$ cat src/rtl/edf_index_scheduler_if.sv
// Handshake/config bundle between a requester block and edf_index_scheduler.
// miss_count exists only when DEADLINE_MISS_COUNTER_EN is defined.
interface edf_index_scheduler_if #(
  parameter int unsigned QUEUE_NUMBER   = 7,
  parameter int unsigned DEADLINE_WIDTH = 16,
  parameter int unsigned INDEX_WIDTH    = $clog2(QUEUE_NUMBER)
);
  logic [QUEUE_NUMBER-1:0]   pending;
  logic                      cfg_we;
  logic [INDEX_WIDTH-1:0]    cfg_index;
  logic [DEADLINE_WIDTH-1:0] cfg_period;
  logic                      ready;
  logic                      valid;
  logic [INDEX_WIDTH-1:0]    index;
`ifdef DEADLINE_MISS_COUNTER_EN
  logic [15:0]               miss_count;
`endif

  modport master (
    output pending, cfg_we, cfg_index, cfg_period, ready,
`ifdef DEADLINE_MISS_COUNTER_EN
    input  miss_count,
`endif
    input  valid, index
  );

  modport slave (
    input  pending, cfg_we, cfg_index, cfg_period, ready,
`ifdef DEADLINE_MISS_COUNTER_EN
    output miss_count,
`endif
    output valid, index
  );
endinterface

$ cat src/rtl/edf_index_scheduler.sv
// Earliest-deadline-first index scheduler feeding the MemorEDF selector.
// Optional deadline-miss counter enabled by DEADLINE_MISS_COUNTER_EN.
module edf_index_scheduler #(
  parameter int unsigned QUEUE_NUMBER   = 7,
  parameter int unsigned DEADLINE_WIDTH = 16,
  parameter int unsigned INDEX_WIDTH    = $clog2(QUEUE_NUMBER)
) (
  input  logic                 clock,
  input  logic                 reset,
  edf_index_scheduler_if.slave bus
);

  typedef enum logic [1:0] {StIdle, StSelect, StGrant} state_e;

  localparam logic [INDEX_WIDTH:0] QueueLimit = (INDEX_WIDTH+1)'(QUEUE_NUMBER);

  state_e                    state_q;
  logic                      valid_q;
  logic [INDEX_WIDTH-1:0]    index_q;
  logic [DEADLINE_WIDTH-1:0] period_q   [QUEUE_NUMBER];
  logic [DEADLINE_WIDTH-1:0] deadline_q [QUEUE_NUMBER];
  logic [QUEUE_NUMBER-1:0]   armed_q;

  logic                      handshake;
  logic                      cfg_hit;
  logic                      best_found;
  logic [INDEX_WIDTH-1:0]    best_idx;
  logic [DEADLINE_WIDTH-1:0] best_dl;

  assign handshake = (state_q == StGrant) && bus.ready;
  assign cfg_hit   = bus.cfg_we && ({1'b0, bus.cfg_index} < QueueLimit);

  // Strict '<' while scanning upward keeps the lowest index on ties.
  always_comb begin
    best_found = 1'b0;
    best_idx   = '0;
    best_dl    = '0;
    for (int i = 0; i < QUEUE_NUMBER; i++) begin
      if (armed_q[i] && (!best_found || deadline_q[i] < best_dl)) begin
        best_found = 1'b1;
        best_idx   = INDEX_WIDTH'(i);
        best_dl    = deadline_q[i];
      end
    end
  end

  always_ff @(posedge clock) begin
    if (reset) begin
      for (int i = 0; i < QUEUE_NUMBER; i++) begin
        period_q[i]   <= '1;
        deadline_q[i] <= '0;
      end
      armed_q <= '0;
    end else begin
      if (cfg_hit) begin
        period_q[bus.cfg_index] <= bus.cfg_period;
      end
      for (int i = 0; i < QUEUE_NUMBER; i++) begin
        if (handshake && index_q == INDEX_WIDTH'(i)) begin
          if (bus.pending[i]) begin
            deadline_q[i] <= period_q[i];
          end else begin
            armed_q[i]    <= 1'b0;
            deadline_q[i] <= '0;
          end
        end else if (!armed_q[i]) begin
          if (bus.pending[i]) begin
            armed_q[i]    <= 1'b1;
            deadline_q[i] <= period_q[i];
          end
        end else if (deadline_q[i] != '0) begin
          deadline_q[i] <= deadline_q[i] - DEADLINE_WIDTH'(1);
        end
      end
    end
  end

  always_ff @(posedge clock) begin
    if (reset) begin
      state_q <= StIdle;
      valid_q <= 1'b0;
      index_q <= '0;
    end else begin
      case (state_q)
        StIdle: begin
          if (|armed_q) state_q <= StSelect;
        end
        StSelect: begin
          if (best_found) begin
            index_q <= best_idx;
            valid_q <= 1'b1;
            state_q <= StGrant;
          end else begin
            state_q <= StIdle;
          end
        end
        StGrant: begin
          if (bus.ready) begin
            valid_q <= 1'b0;
            state_q <= StIdle;
          end
        end
        default: state_q <= StIdle;
      endcase
    end
  end

  assign bus.valid = valid_q;
  assign bus.index = index_q;

`ifdef DEADLINE_MISS_COUNTER_EN
  logic [15:0] miss_q;
  logic [16:0] miss_sum;

  // Only a countdown step from 1 to 0 is a miss; reloads and clears are not.
  always_comb begin
    miss_sum = {1'b0, miss_q};
    for (int i = 0; i < QUEUE_NUMBER; i++) begin
      if (armed_q[i] && deadline_q[i] == DEADLINE_WIDTH'(1) &&
          !(handshake && index_q == INDEX_WIDTH'(i))) begin
        miss_sum = miss_sum + 17'd1;
      end
    end
  end

  always_ff @(posedge clock) begin
    if (reset) begin
      miss_q <= '0;
    end else begin
      miss_q <= miss_sum[16] ? 16'hFFFF : miss_sum[15:0];
    end
  end

  assign bus.miss_count = miss_q;
`endif

endmodule
$ cat src/flat_wrapper.sv
// flat-port wrapper written by rule: the top's interface ports become plain ports
module edf_index_scheduler_flat 
#(
  parameter int unsigned QUEUE_NUMBER   = 7,
  parameter int unsigned DEADLINE_WIDTH = 16,
  parameter int unsigned INDEX_WIDTH    = $clog2(QUEUE_NUMBER)
)
  (clock, reset, bus_pending, bus_cfg_we, bus_cfg_index, bus_cfg_period, bus_ready, bus_valid, bus_index);
  edf_index_scheduler_if #(.QUEUE_NUMBER(QUEUE_NUMBER), .DEADLINE_WIDTH(DEADLINE_WIDTH), .INDEX_WIDTH(INDEX_WIDTH)) bus_i ();
  input  logic clock;
  input  logic reset;
  input wire logic [$bits(bus_i.pending)-1:0] bus_pending;
  input wire logic [$bits(bus_i.cfg_we)-1:0] bus_cfg_we;
  input wire logic [$bits(bus_i.cfg_index)-1:0] bus_cfg_index;
  input wire logic [$bits(bus_i.cfg_period)-1:0] bus_cfg_period;
  input wire logic [$bits(bus_i.ready)-1:0] bus_ready;
  output wire logic [$bits(bus_i.valid)-1:0] bus_valid;
  output wire logic [$bits(bus_i.index)-1:0] bus_index;
  assign bus_i.pending = bus_pending;
  assign bus_i.cfg_we = bus_cfg_we;
  assign bus_i.cfg_index = bus_cfg_index;
  assign bus_i.cfg_period = bus_cfg_period;
  assign bus_i.ready = bus_ready;
  assign bus_valid = bus_i.valid;
  assign bus_index = bus_i.index;
  edf_index_scheduler #(.QUEUE_NUMBER(QUEUE_NUMBER), .DEADLINE_WIDTH(DEADLINE_WIDTH), .INDEX_WIDTH(INDEX_WIDTH)) u_core (.clock(clock), .reset(reset), .bus(bus_i));
endmodule
$ cat config.mk
export PLATFORM = sky130hd
export DESIGN_NAME = edf_index_scheduler_flat
export DESIGN_NICKNAME = d
export VERILOG_FILES = /design/src/rtl/edf_index_scheduler_if.sv /design/src/rtl/edf_index_scheduler.sv /design/src/flat_wrapper.sv
export SDC_FILE = /design/constraint.sdc
export NUM_CORES = 1
export LEC_CHECK = 0
export BUFFER_PORTS_ARGS = -buffer_cell sky130_fd_sc_hd__buf_4
export CAP_MARGIN = 40
export CORE_MARGIN = 2
export CORE_UTILIZATION = 46
export DETAILED_ROUTE_END_ITERATION = 8
export PLACE_DENSITY = 0.69
export SLEW_MARGIN = 30
export SYNTH_ARGS = -nofsm -noshare
export SYNTH_HDL_FRONTEND = slang
export SYNTH_SLANG_ARGS = --single-unit
$ cat constraint.sdc
create_clock -name clock -period 10.7 [get_ports clock]
set_input_delay 1.07 -clock clock [delete_from_list [all_inputs] [get_ports clock]]
set_output_delay 1.07 -clock clock [all_outputs]
set_load 0.02 [all_outputs]
# Word-level counts from Yosys, hierarchy flattened
# Memory sizes are Yosys's and may differ from the RTL's.
# Index checks and enable logic that the tools add are counted.
# classes
n_addsub	7
muxes	202
n_eq_ne	18
reduce_logical	42
order_cmp	7
bitwise_logic	28
# op_table
cell	n
$mux W16	35
$mux W1	156
$reduce_bool A16 Y1	7
$sub A16 B1 Y16 const B	7
$lt A16 B16 Y1	6
$or A1 B1 Y1	28
$ne A2 B2 Y1 const B	8
$reduce_or A16 Y1	1
$logic_and A1 B1 Y1	15
$mux W3	4
$mux W2	5
$eq A3 B3 Y1 const B	3
$reduce_or A7 Y1	1
$eq A3 B2 Y1 const B	2
$logic_not A1 Y1	6
$logic_or A1 B1 Y1	6
$pmux W2 S3	1
$ne A2 B1 Y1 const B	2
$reduce_and A2 Y1	2
$eq A3 B1 Y1 const B	1
$logic_not A3 Y1	1
$lt A3 B3 Y1 const B	1
$reduce_and A3 Y1	1
$eq A2 B1 Y1 const B	1
other kinds (4)	4
# word_totals
reg_bits	13
input_bits	30
mem_count	2
mem_bits_rw	224
out_inout_bits	4
# memory_table
memory	depth	width	read_ports	rd_ports_with_merged_regs	write_ports	line	text
u_core.deadline_q	7	16	7	0	7	edf_index_scheduler.sv:21	logic [DEADLINE_WIDTH-1:0] deadline_q [QUEUE_NUMBER];
u_core.period_q	7	16	7	0	7	edf_index_scheduler.sv:20	logic [DEADLINE_WIDTH-1:0] period_q [QUEUE_NUMBER];

# Longest topological paths before layout
# Gate-level depths: netlist of the first run.
# An unclocked memory read counts as a cell.
# logic_depth
depth_word	28
depth_mapped	63

# Worst setup path after synthesis of the first run
# Ideal clock, no wire load.
# synth_timing
path_kind	register -> register
from	register u_core.armed_q[0]
to	register u_core.index_q[2] (netlist: u_core.bus.index[2])
setup_time_ps	120
path_buffers	8
path_stages_with_launch	62
arrival_time_ps	11403
required_ps	10580
slack_ps	-822
cell_sequence	dfxtp_1 -> buf_4 -> clkbuf_1 -> nand2_1 -> ha_1 -> nand4_1 -> nor3_1 -> a21oi_1 -> a21oi_4 -> buf_2 -> mux2i_1 -> inv_1 -> ha_1 -> o211ai_2 -> or2_1 -> a211o_1 -> o211a_2 -> a31oi_4 -> [... 26 more ...] -> o21ai_0 -> a21o_1 -> a21oi_1 -> o221a_2 -> and2_1 -> clkbuf_1 -> clkbuf_1 -> nand2_1 -> o21a_1 -> ha_1 -> nand3_1 -> nor2_1 -> and3_1 -> nand3_1 -> or2_2 -> o22a_1 -> o31a_1 -> o31a_1
# synth_via
elab_chain_cells	26
elab_cells_between_ends	41
cone_classes	6 x order compare; 16 x mux; 19 x reduce/logical
# synth_rtl
element	line	text
start, declared	edf_index_scheduler.sv:22	logic [QUEUE_NUMBER-1:0] armed_q;
start signal, assigned	edf_index_scheduler.sv:53	armed_q <= '0;
start signal, assigned by index	edf_index_scheduler.sv:63	armed_q[i] <= 1'b0;
start signal, assigned by index	edf_index_scheduler.sv:68	armed_q[i] <= 1'b1;
$mux W16 or $mux W1 (tied branches)	edf_index_scheduler.sv:39	if (armed_q[i] && (!best_found || deadline_q[i] < best_dl)) begin
$lt A16 B16 Y1 or $logic_not A1 Y1 (tied branches)	edf_index_scheduler.sv:39	
$logic_or A1 B1 Y1	edf_index_scheduler.sv:39	
$logic_and A1 B1 Y1	edf_index_scheduler.sv:39	
$mux W16 or $mux W1 (tied branches)	edf_index_scheduler.sv:39	
$lt A16 B16 Y1 or $logic_not A1 Y1 (tied branches)	edf_index_scheduler.sv:39	
$logic_or A1 B1 Y1	edf_index_scheduler.sv:39	
$logic_and A1 B1 Y1	edf_index_scheduler.sv:39	
[... 10 more ...]	n/a	
$logic_or A1 B1 Y1	edf_index_scheduler.sv:39	
$logic_and A1 B1 Y1	edf_index_scheduler.sv:39	
$mux W16 or $mux W1 (tied branches)	edf_index_scheduler.sv:39	
$lt A16 B16 Y1 or $logic_not A1 Y1 (tied branches)	edf_index_scheduler.sv:39	
$logic_or A1 B1 Y1	edf_index_scheduler.sv:39	
$logic_and A1 B1 Y1	edf_index_scheduler.sv:39	
$mux W1	edf_index_scheduler.sv:39	
$reduce_and A2 Y1 (no line)	n/a	
end signal, assigned	edf_index_scheduler.sv:90	index_q <= best_idx;
end, declared	edf_index_scheduler.sv:19	logic [INDEX_WIDTH-1:0] index_q;
# Parallel ways exist; a longest one is shown, timed or not.
# A chain may end at the register's enable or synchronous reset.

# Worst setup path in the final report of the first run
# layout_timing
from	register u_core.armed_q[0]
to	register u_core.index_q[0] (netlist: u_core.bus.index[0])
# The elaborated chain is that of the path after synthesis.

==> results.md, run 1 <==
- Max FO, Critical Path: 8
- Drt via density: ~5.8
- Drt first pass iters: 7
- Unrepaired setup endpoints after global routing: true
- Final hold vios: 0
- Crit-path max cell delay: 0.47 ns
- Detail Route Antenna Nets: 0
- Initial Utilization: 46.37%
- Layout Skew: roughly 0.0092 ns
- Core Area: ~32000 µm²
- Largest net degree at the start of global routing: 57
- Final Non-Filler Cells: around 2200
- LEAKAGE: slightly above 7 nW
- Fin crit share: 105.9%
- CP Class: register to register
- Final setup vio count: 3
- Hold path cells: 1
- First-pass GRT wire length: 69920 µm
- Internal reg-to-reg setup slack: -0.63 ns
- Max IR drop VDD: between 0.0001 and 0.00015 V
- Hold WC Path Type: register to register
- WP data arrival: between 10 and 15 ns
- Most used DFF post-synth: edfxtp_1
- WL/cell: between 20 and 25 µm
- Routability Congestion: 0.9937
- Die area: approximately 34000 µm²
- Die Ht: 184.7 µm
- FMAX: between 0.08 and 0.09 GHz
- Area after DPL: ~17000 µm²
- Worst EP required: approximately 11 ns
- GRT overflow: 0
- Antenna diodes: 0
- Worst-margin pin slew: ~0.9 ns
- FF+latch count, synth: between 200 and 250
- Setup crit start kind: register
- Post-route setup slack: -0.6322 ns
- Clock slew at reported path FFs: roughly 0.070 ns
- Relative slew slack: around 39%
- Synth-to-Final Area Change: 27.90%
- Reg2reg end: u_core.bus.index[0]
- Worst setup path end: u_core.bus.index[0]
- Htree depth: 1
- Gate Count Post-Synth: ~1500
- Clock root buffer: clkbuf_16
- Critical path depth: 57
- IO buf count: 33
- Avg Cell Area, Syn: roughly 9.7 µm²
- Die span in x: 184.7 µm
- Crit path launch: u_core.armed_q[0]
- Area of the mapped netlist: 15010 µm²
- Final min period: between 10 and 15 ns
- Failing checks: negative setup slack
- Post-Route WL: about 47000 µm
- CTS tree: built
- Hold slack: just under 0.5 ns
- Power Dens Cells: ~170 nW/µm²
- CTS buffer count: 27
- Kind of cell adding the most delay to the critical path: compound AO/OA/AOI/OAI gates
- Number of synthesized flops with an enable pin: between 200 and 250
- Vias in the first global route: ~12000
- Async set-reset flop share out of synthesis: 0%
- I/O pin count: 34
- Worst R2R Start: u_core.armed_q[0]
- CTS Hold Bufs: 0
- Mapped Nets: 1683
- Global Route Usage Sum: between 20% and 30%
- DR DRC count: 0
- Setup WS pre-CTS: -0.7790 ns
- Max Root-Sink Buffers: 3
- Total of max-cap violations: 0
- # placed instances: 2114
- Sequential-to-total area share from yosys stat: a little under half
- Initial DRC Count: roughly 1400
- Status: finished with violations
- Slew Limit Fails: 0
- Std cell rows: 66
- Worst reg2reg path depth: 57
- CP max-delay cell: or4_4
- Synth cell types: between 70 and 80
- Critical path buffers and inverters: 11
- Share of cells above drive strength 1: roughly a quarter
- Antenna violations before repair: 0
- Crit end category: register
- Clock Latency Late Sink: around 0.56 ns
- Syn. warnings: 0
- Design area: around 19000 µm²
- Hpwl dp: around 33000 µm
- Via Count: between 10000 and 15000
- Clock sink count: between 200 and 250
- Final nets: 1880
cell families (layout without fill, tap and decap cells):
kind of cell,after synthesis,count (layout),share of synthesized area [%]
adder cells (fa/ha/maj),104,104,8.668
multiplexers,60,60,4.459
AND/OR/NAND/NOR,598,598,18.84
XOR/XNOR,89,89,5.193
AO/OA/AOI/OAI,303,303,13.11
buffers and inverters,158,376,4.251
flip-flops,237,237,45.47
synthesized netlist by cell type, types with 36 or more instances:
cell | instances | share of area (%)
a31oi_1 | 36 | 1.5
nor2_1 | 139 | 3.5
a21oi_1 | 56 | 1.9
ha_1 | 104 | 8.7
inv_1 | 99 | 2.5
nand2_1 | 229 | 5.7
xnor2_1 | 68 | 4.0
clkbuf_1 | 45 | 1.1
o21ai_0 | 97 | 3.2
nor3_1 | 36 | 1.2
nand2b_1 | 37 | 1.5
edfxtp_1 | 208 | 42
sequential cells by signal (all words and copies together), names as in the netlist:
signal / flops
u_core.bus.valid: 1
u_core.period_q: 112
u_core.state_q: 2
u_core.deadline_q: 112
u_core.armed_q: 7
u_core.bus.index: 3
metrics by stage:
stage	total power, mW	TNS [ns]	utilization, %
2_1_floorplan	1.707	-0.004264	-
3_3_place_gp	2.020	-1.398	52.16
3_5_place_dp	2.039	-2.191	52.26
4_1_cts	3.189	-1.085	57.56
5_1_grt	3.436	-2.999	59.31
6_report	3.302	-1.601	59.31
timing repair:
| action | 4_1_cts | 5_1_grt |
|---|---|---|
| setup buffers | 20 | 13 |
| pin swaps | 34 | 52 |
| resized for setup | 82 | 64 |
| cloned | 5 | 1 |
| setup endpoints to repair | 3 | 3 |
where the power goes:
group          switching, mW  internal, mW  leakage (nW)
registers              0.105          1.10          2.41
logic                  0.532         0.508          4.26
clock network          0.413         0.644         0.485
total                   1.05          2.25          7.15
final cells by class:
cell class              count  area, µm²
repair buffers            227       1934
well taps                 442      553.0
inverters                  99      371.6
clock buffers              29      693.2
flip-flops and latches    237       6830
clock inverters            21      315.3
multi-input cells        1154       8502
fillers                  2681      13170
routing by layer:
metal / vias to the layer above / global-route usage (%) / routed length [µm] / share of wire [%]
met5: - / 0 / 0 / 0
met4: 0 / 10.54 / 2017 / 4.3
met3: 119 / 5.236 / 4068 / 8.7
met2: 592 / 40.65 / 20490 / 44
met1: 6145 / 38.53 / 20210 / 43
li1: 5954 / - / - / -
how the worst min path moves through the flow:
stage / to / start / slack (ns)
after global placement: u_core.state_q[0] / u_core.state_q[0] / 0.46
after global routing: u_core.state_q[0] / u_core.state_q[0] / 0.53
after floorplan: u_core.state_q[0] / u_core.state_q[0] / 0.45
final: u_core.state_q[0] / u_core.state_q[1] / 0.49
after detailed placement: u_core.state_q[0] / u_core.state_q[0] / 0.48
after CTS: u_core.state_q[0] / u_core.state_q[0] / 0.48
placed cells by master, fill, tap and decap left out, types with 8 or more instances in the layout:
cell / synthesis / routed
nor3_1: 36 / 31
mux2i_4: 0 / 17
buf_6: 3 / 16
nor4_1: 25 / 23
a31oi_1: 36 / 36
nand2b_1: 37 / 37
clkbuf_16: 0 / 28
xor2_1: 21 / 21
o21ai_0: 97 / 90
a21oi_2: 0 / 8
nand2_1: 229 / 216
buf_4: 2 / 199
o21ai_1: 10 / 15
ha_4: 0 / 32
mux2_2: 24 / 14
mux2_4: 0 / 13
nor2b_1: 23 / 23
a211o_1: 19 / 19
a21oi_1: 56 / 48
a21o_1: 17 / 17
nor2_1: 139 / 132
inv_1: 99 / 84
nand2_2: 0 / 8
nand3_1: 24 / 22
inv_2: 0 / 15
ha_1: 104 / 71
or3_1: 9 / 9
nand4_1: 15 / 15
edfxtp_1: 208 / 208
o21a_1: 17 / 17
dfxtp_1: 29 / 28
xnor2_1: 68 / 68
mux2i_2: 8 / 10
and3_1: 10 / 9
No activity file was read; power rests on OpenSTA's default activity.
==> inputs of run 2 (changes only) <==
PLACE_DENSITY = unset   (was 0.69)
clock period = 9.4 ns   (was 10.7 ns; I/O delays follow)
==> results.md, run 2 (synthesized netlist as in run 1, its figures left out) <==
- Detail Route Antenna Nets: 0 (unchanged)
- CP max-delay cell: or4_4
- LEAKAGE: 7.356 nW (+2.8%)
- Most frequent cells in the layout: buf_4 (247), nand2_1 (218), edfxtp_1 (208)
- Status: finished with violations
- Slew Limit Fails: 0 (unchanged)
- Design area: 19410 µm² (+1.1%)
- Core Area: 32370 µm² (unchanged)
- Relative slew slack: 39.69% (+0.57 points)
- TNS Setup: -5.415 ns (-3.814 ns)
- Wire length on met1: 21820 µm (+8.0%)
- Worst reg2reg path depth: 60 (+5.3%)
- Largest net degree at the start of global routing: 64 (+12%)
- Final nets: 1928 (+2.6%)
- Max Root-Sink Buffers: 3 (unchanged)
- Logic pwr share: 33.1% (+1.6 points)
- Via Count: 12680 (-1.0%)
- Drt first pass iters: 5 (-2)
- Routability Congestion: 0.9390 (-5.5%)
- Hold WC Path Type: register to register
- Failing checks: negative setup slack
- Worst EP required: 9.87 ns (-1.32 ns)
- Area after DPL: 17300 µm² (+2.2%)
- Max IR drop VDD: 0.0001461 V (+17%)
- Final setup vio count: 3 (unchanged)
- Clock slew at reported path FFs: 0.06 ns (about the same)
- Multi-input gate area: 8488 µm² (-0.16%)
- Clock power frac: 29.7% (-2.3 points)
- Switching power: 1.182 mW (+13%)
- DR DRC count: 0 (unchanged)
- Reg2reg end: u_core.bus.index[2]
- Synth-to-Final Area Change: 29.31%
- Worst R2R Start: u_core.armed_q[0]
- Clock root buffer: clkbuf_16
- Post-Route WL: 47740 µm (+2.0%)
- Layout Skew: 0.01628 ns (+0.007060 ns)
- Clock sink count: 237 (unchanged)
- Unrepaired setup endpoints after global routing: true
- First-pass GRT wire length: 70820 µm (+1.3%)
- Top Registers: u_core.deadline_q: 112 flops, u_core.period_q: 112 flops, u_core.armed_q: 7 flops
- Global Route Usage Sum: 27.60% (+0.55 points)
- Setup WS pre-CTS: -2.155 ns (-1.376 ns)
- CTS Hold Bufs: 0 (unchanged)
- Worst-margin pin slew: 0.8977 ns (-0.007156 ns)
- Total of max-cap violations: 0 (unchanged)
- Min-Delay Startpoint: u_core.bus.valid
- Drt via density: 5.616 (-3.1%)
- Final min period: 11.28 ns (-0.05645 ns)
- Hpwl dp: 34980 µm (+5.3%)
- Fin crit share: 120.0% (+14 points)
- Seq pwr share: 37.2% (+0.7 points)
- Metal2 WL: 20850 µm (+1.8%)
- Clock Latency Late Sink: 0.57 ns (about the same)
- Crit end category: register
- Power Dens Cells: 189.2 nW/µm² (+10%)
- CP Class: register to register
- IO buf count: 33 (unchanged)
- Post-route setup slack: -1.876 ns (-1.244 ns)
- GRT overflow: 0 (unchanged)
- Fillers: 2793 (+4.2%)
- Share of cells above drive strength 1: 27.48% (+1.4 points)
- Crit-path max cell delay: 0.52 ns (+0.05 ns)
- Switching fraction of total power: 32.18% (+0.38 points)
- Crit-path most repeated cell: ha_4
- Top sig layer: met4
- Internal: 2.491 mW (+11%)
- Hold path cells: 2 (+1)
- CTS tree: built
- Die Ht: 184.7 µm (unchanged)
- Initial Utilization: 46.37% (unchanged)
- Max FO, Critical Path: 7 (-1)
- CTS buffer count: 28 (+3.7%)
- Vias in the first global route: 12080 (+1.2%)
- WP data arrival: 11.74 ns (-0.08 ns)
- Antenna diodes: 0 (unchanged)
- Storage cell area: 6830 µm² (unchanged)
- WL/cell: 21.14 µm (-0.19%)
- Final hold vios: 0 (unchanged)
- Die area: 34100 µm² (unchanged)
- Die span in x: 184.7 µm (unchanged)
- Antenna violations before repair: 0 (unchanged)
- Sink of the worst hold path: u_core.bus.valid
- Htree depth: 1 (unchanged)
- Initial DRC Count: 1314 (-5.2%)
- Most common cell after layout, fill and taps aside: buf_4
- Internal reg-to-reg setup slack: -1.88 ns (-1.24 ns)
- Std cell rows: 66 (unchanged)
- I/O pin count: 34 (unchanged)
- FMAX: 0.08869 GHz (+0.50%)
- Setup crit start kind: register
- Wire length on met3: 3188 µm (-22%)
run 2: cell types whose count changed in the layout (fill, tap and decap cells not counted), sizes merged:
| cell | delta |
|---|---|
| buf | +47 |
| bufinv | -4 |
| clkbuf | +6 |
| clkinv | +8 |
| clkinvlp | -4 |
| inv | -4 |
run 2: area by class of cell:
type / instances / share of cell area [%]
tap: 442 / 2.849
clock inverter: 17 / 0.9217
clock buffer: 35 / 3.745
sequential: 237 / 35.19
multi-input combinational: 1154 / 43.73
inverter: 99 / 1.953
timing repair buffer: 274 / 11.62
run 2: power groups by stage:
stage | Sequential, mW | Clock [mW] | Combinational, mW
2_1_floorplan | 1.34 | 0 | 0.606
3_3_place_gp | 1.38 | 0 | 0.971
3_5_place_dp | 1.38 | 0 | 0.992
4_1_cts | 1.36 | 1.10 | 1.10
5_1_grt | 1.38 | 1.14 | 1.32
6_report | 1.37 | 1.09 | 1.21
run 2: how the worst max path moves through the flow:
| stage | slack, ns | endpoint | depth (start not counted) | from |
|---|---|---|---|---|
| 6_report | -1.88 | u_core.bus.index[2] | 60 | u_core.armed_q[0] |
| 5_1_grt | -2.34 | u_core.bus.index[2] | 61 | u_core.armed_q[0] |
| 4_1_cts | -1.57 | u_core.bus.index[2] | 60 | u_core.armed_q[0] |
| 3_5_place_dp | -2.16 | u_core.bus.index[2] | 57 | u_core.armed_q[0] |
| 3_3_place_gp | -1.85 | u_core.bus.index[2] | 56 | u_core.armed_q[0] |
| 2_1_floorplan | -1.29 | u_core.bus.index[2] | 59 | u_core.armed_q[0] |
run 2: routing by layer:
metal	GRT usage, %	up-vias
li1	-	6050
met1	40.49	6116
met2	41.31	415
met3	4.149	101
met4	10.00	0
met5	0	-
run 2: repair_timing:
action | 4_1_cts | 5_1_grt
pin swaps | 34 | 53
endpoints found under the setup margin | 3 | 3
resized for setup | 60 | 80
cloned | 3 | 1
buffers inserted | 28 | 13
run 2: worst max-delay path, delay by kind of cell, from the launching register on:
kind	cells	cell delay (ns)
adder cells (fa/ha/maj)	6	1.37
flip-flops	1	0.39
AND/OR/NAND/NOR	17	2.94
buffers and inverters	13	1.64
multiplexers	4	1.07
AO/OA/AOI/OAI	20	3.77
run 2: per-stage QoR:
| stage | power [mW] | hold WS [ns] | cells | utilization (%) |
|---|---|---|---|---|
| CTS | 3.558 | 0.4678 | 2240 | 58.12 |
| global placement | 2.350 | 0.4623 | 2151 | 53.23 |
| finish | 3.673 | 0.4638 | 2258 | 59.97 |
| floorplan | 1.951 | 0.4463 | 1549 | - |
| detailed placement | 2.371 | 0.4578 | 2157 | 53.44 |
| global route | 3.837 | 0.4868 | 2258 | 59.97 |
==> inputs of run 3 (changes only) <==
ABC_CLOCK_PERIOD_IN_PS = 13100   (was unset)
clock period = 13.1 ns   (was 9.4 ns; I/O delays follow)
==> results.md, run 3 (synthesized netlist as in run 1, its figures left out) <==
- Status: finished clean
- Fillers: 3006 (+7.6%)
- Worst reg2reg path depth: 54 (-10%)
- Hpwl dp: 31560 µm (-9.8%)
- GRT overflow: 0 (unchanged)
- FMAX: 0.08047 GHz (-9.3%)
- Synth-to-Final Area Change: 11.94%
- Detail Route Antenna Nets: 0 (unchanged)
- Most frequent cells in the layout: nand2_1 (229), edfxtp_1 (208), nor2_1 (135)
- Drt first pass iters: 5 (unchanged)
- Switching power: 0.7176 mW (-39%)
- Most common cell after layout, fill and taps aside: nand2_1
- Clock power frac: 33.2% (+3.5 points)
- Overall Power: 2.313 mW (-37%)
- CTS Hold Bufs: 0 (unchanged)
- Top Registers: u_core.deadline_q: 112 flops, u_core.period_q: 112 flops, u_core.armed_q: 7 flops
- I/O pin count: 34 (unchanged)
- Core Area: 32370 µm² (unchanged)
- Hold WC Path Type: register to register
- CTS buffer count: 27 (-3.6%)
- Die area: 34100 µm² (unchanged)
- Crit-path most repeated cell: ha_1
- Clock slew at reported path FFs: 0.06 ns (about the same)
- Power Dens Cells: 137.6 nW/µm² (-27%)
- CP max-delay cell: dfxtp_2
- Post-Route WL: 42230 µm (-12%)
- Area after DPL: 15830 µm² (-8.5%)
- Reg2reg end: u_core.bus.index[2]
- Die Ht: 184.7 µm (unchanged)
- Hold slack: 0.4621 ns (-0.001759 ns)
- Clock root buffer: clkbuf_16
- Relative slew slack: 41.47% (+1.8 points)
- Routability Congestion: 0.9107 (-3.0%)
- Die span in x: 184.7 µm (unchanged)
- LEAKAGE: 6.176 nW (-16%)
- Sink of the worst hold path: u_core.bus.valid
- Crit end category: register
- CP Class: register to register
- Worst R2R Start: u_core.armed_q[0]
- Switching fraction of total power: 31.03% (-1.2 points)
- Worst EP required: 13.53 ns (+3.66 ns)
- Max FO, Critical Path: 24 (+17)
- Htree depth: 1 (unchanged)
- Clock Latency Late Sink: 0.55 ns (-0.02 ns)
- Drt via density: 5.698 (+1.5%)
- Hold path cells: 2 (unchanged)
- Seq pwr share: 42.6% (+5.4 points)
- IO buf count: 33 (unchanged)
- First-pass GRT wire length: 64560 µm (-8.8%)
- Design area: 16800 µm² (-13%)
- Vias in the first global route: 11030 (-8.7%)
- Worst-margin pin slew: 0.8747 ns (-0.02298 ns)
- Share of cells above drive strength 1: 11.30% (-16 points)
- Final nets: 1726 (-10%)
- Slew Limit Fails: 0 (unchanged)
- Largest net degree at the start of global routing: 44 (-31%)
- Fin crit share: 94.86% (-25 points)
- Final setup vio count: 0 (-3)
- WP data arrival: 12.85 ns (+1.11 ns)
- Total of max-cap violations: 0 (unchanged)
- Logic pwr share: 24.2% (-8.9 points)
- Initial DRC Count: 1027 (-22%)
- Max Root-Sink Buffers: 3 (unchanged)
- CTS tree: built
- Antenna diodes: 0 (unchanged)
- Global Route Usage Sum: 25.08% (-2.5 points)
- Initial Utilization: 46.37% (unchanged)
- Std cell rows: 66 (unchanged)
- Crit-path max cell delay: 0.59 ns (+0.07 ns)
- DR DRC count: 0 (unchanged)
- Internal: 1.595 mW (-36%)
- Util after Layout: 51.91% (-8.1 points)
- WL/cell: 20.57 µm (-2.7%)
- Clock sink count: 237 (unchanged)
- Max IR drop VDD: 0.00008607 V (-41%)
- Via Count: 11700 (-7.8%)
- Internal reg-to-reg setup slack: 0.67 ns (+2.55 ns)
- Final hold vios: 0 (unchanged)
- Antenna violations before repair: 1 (+1)
- Layout Skew: 0.01480 ns (-0.001472 ns)
- Setup crit start kind: register
- Min-Delay Startpoint: u_core.bus.valid
- Final min period: 12.43 ns (+1.151 ns)
[run 3: changes by cell type in the layout (fill, tap and decap cells not counted), moves of 14 or more]
cell / change
buf_4: -181
ha_1: +32
ha_4: -31
inv_1: +14
mux2_4: -19
mux2i_1: +16
[run 3: what timing repair did]
| item | CTS | global route |
|---|---|---|
| pin swaps | 0 | 1 |
| buffers inserted | 0 | 3 |
| hold endpoints to repair | 0 | 0 |
| gates resized for setup | 1 | 4 |
| endpoints found under the setup margin | 2 | 3 |
[run 3: power by group through the flow]
stage | clock [mW] | sequential, mW | combinational, mW
6_report | 0.768 | 0.985 | 0.559
5_1_grt | 0.807 | 0.993 | 0.628
4_1_cts | 0.779 | 0.984 | 0.550
3_5_place_dp | 0 | 0.999 | 0.546
3_3_place_gp | 0 | 0.999 | 0.535
2_1_floorplan | 0 | 0.962 | 0.412
[run 3: stage by stage]
step,setup slack (ns),instances,setup TNS (ns)
after floorplan,1.578,1549,0
after global placement,0.2736,1990,0
after detailed placement,-0.1662,1997,-0.2787
after CTS,0.06294,2045,0
after global routing,-0.008194,2053,-0.008194
final,0.6734,2053,0
[run 3: worst max path at each step]
| stage | depth (start not counted) | endpoint | start | slack, ns |
|---|---|---|---|---|
| after floorplan | 61 | u_core.bus.index[2] | u_core.armed_q[0] | 1.58 |
| after global placement | 51 | u_core.bus.index[2] | u_core.armed_q[0] | 0.27 |
| after detailed placement | 54 | u_core.bus.index[2] | u_core.armed_q[0] | -0.17 |
| after CTS | 52 | u_core.bus.index[2] | u_core.armed_q[0] | 0.06 |
| after global routing | 53 | u_core.bus.index[2] | u_core.armed_q[0] | -0.008 |
| final | 54 | u_core.bus.index[2] | u_core.armed_q[0] | 0.67 |
[run 3: metal layers]
layer | wire length [µm] | up-vias | GRT usage (%)
met5 | 0 | - | 0
met4 | 1059 | 0 | 6.540
met3 | 2674 | 54 | 3.636
met2 | 18820 | 338 | 39.11
met1 | 19680 | 5656 | 36.57
li1 | - | 5650 | -
[run 3: area by class of cell]
cell class | count | area (µm²) | share of cell area [%]
Tap cell | 442 | 553.0 | 3.291
Inverter | 99 | 371.6 | 2.211
Sequential cell | 237 | 6828 | 40.63
Clock buffer | 32 | 704.4 | 4.192
Timing Repair Buffer | 73 | 568.0 | 3.380
Clock inverter | 16 | 178.9 | 1.065
Multi-Input combinational cell | 1154 | 7600 | 45.23
[run 3: critical path, delay by kind of cell (launching register included)]
| family | cells | cell delay (ns) |
|---|---|---|
| flip-flops | 1 | 0.59 |
| multiplexers | 4 | 1.30 |
| AO/OA/AOI/OAI | 21 | 4.65 |
| adder cells (fa/ha/maj) | 6 | 1.61 |
| AND/OR/NAND/NOR | 16 | 3.06 |
| buffers and inverters | 7 | 1.07 |
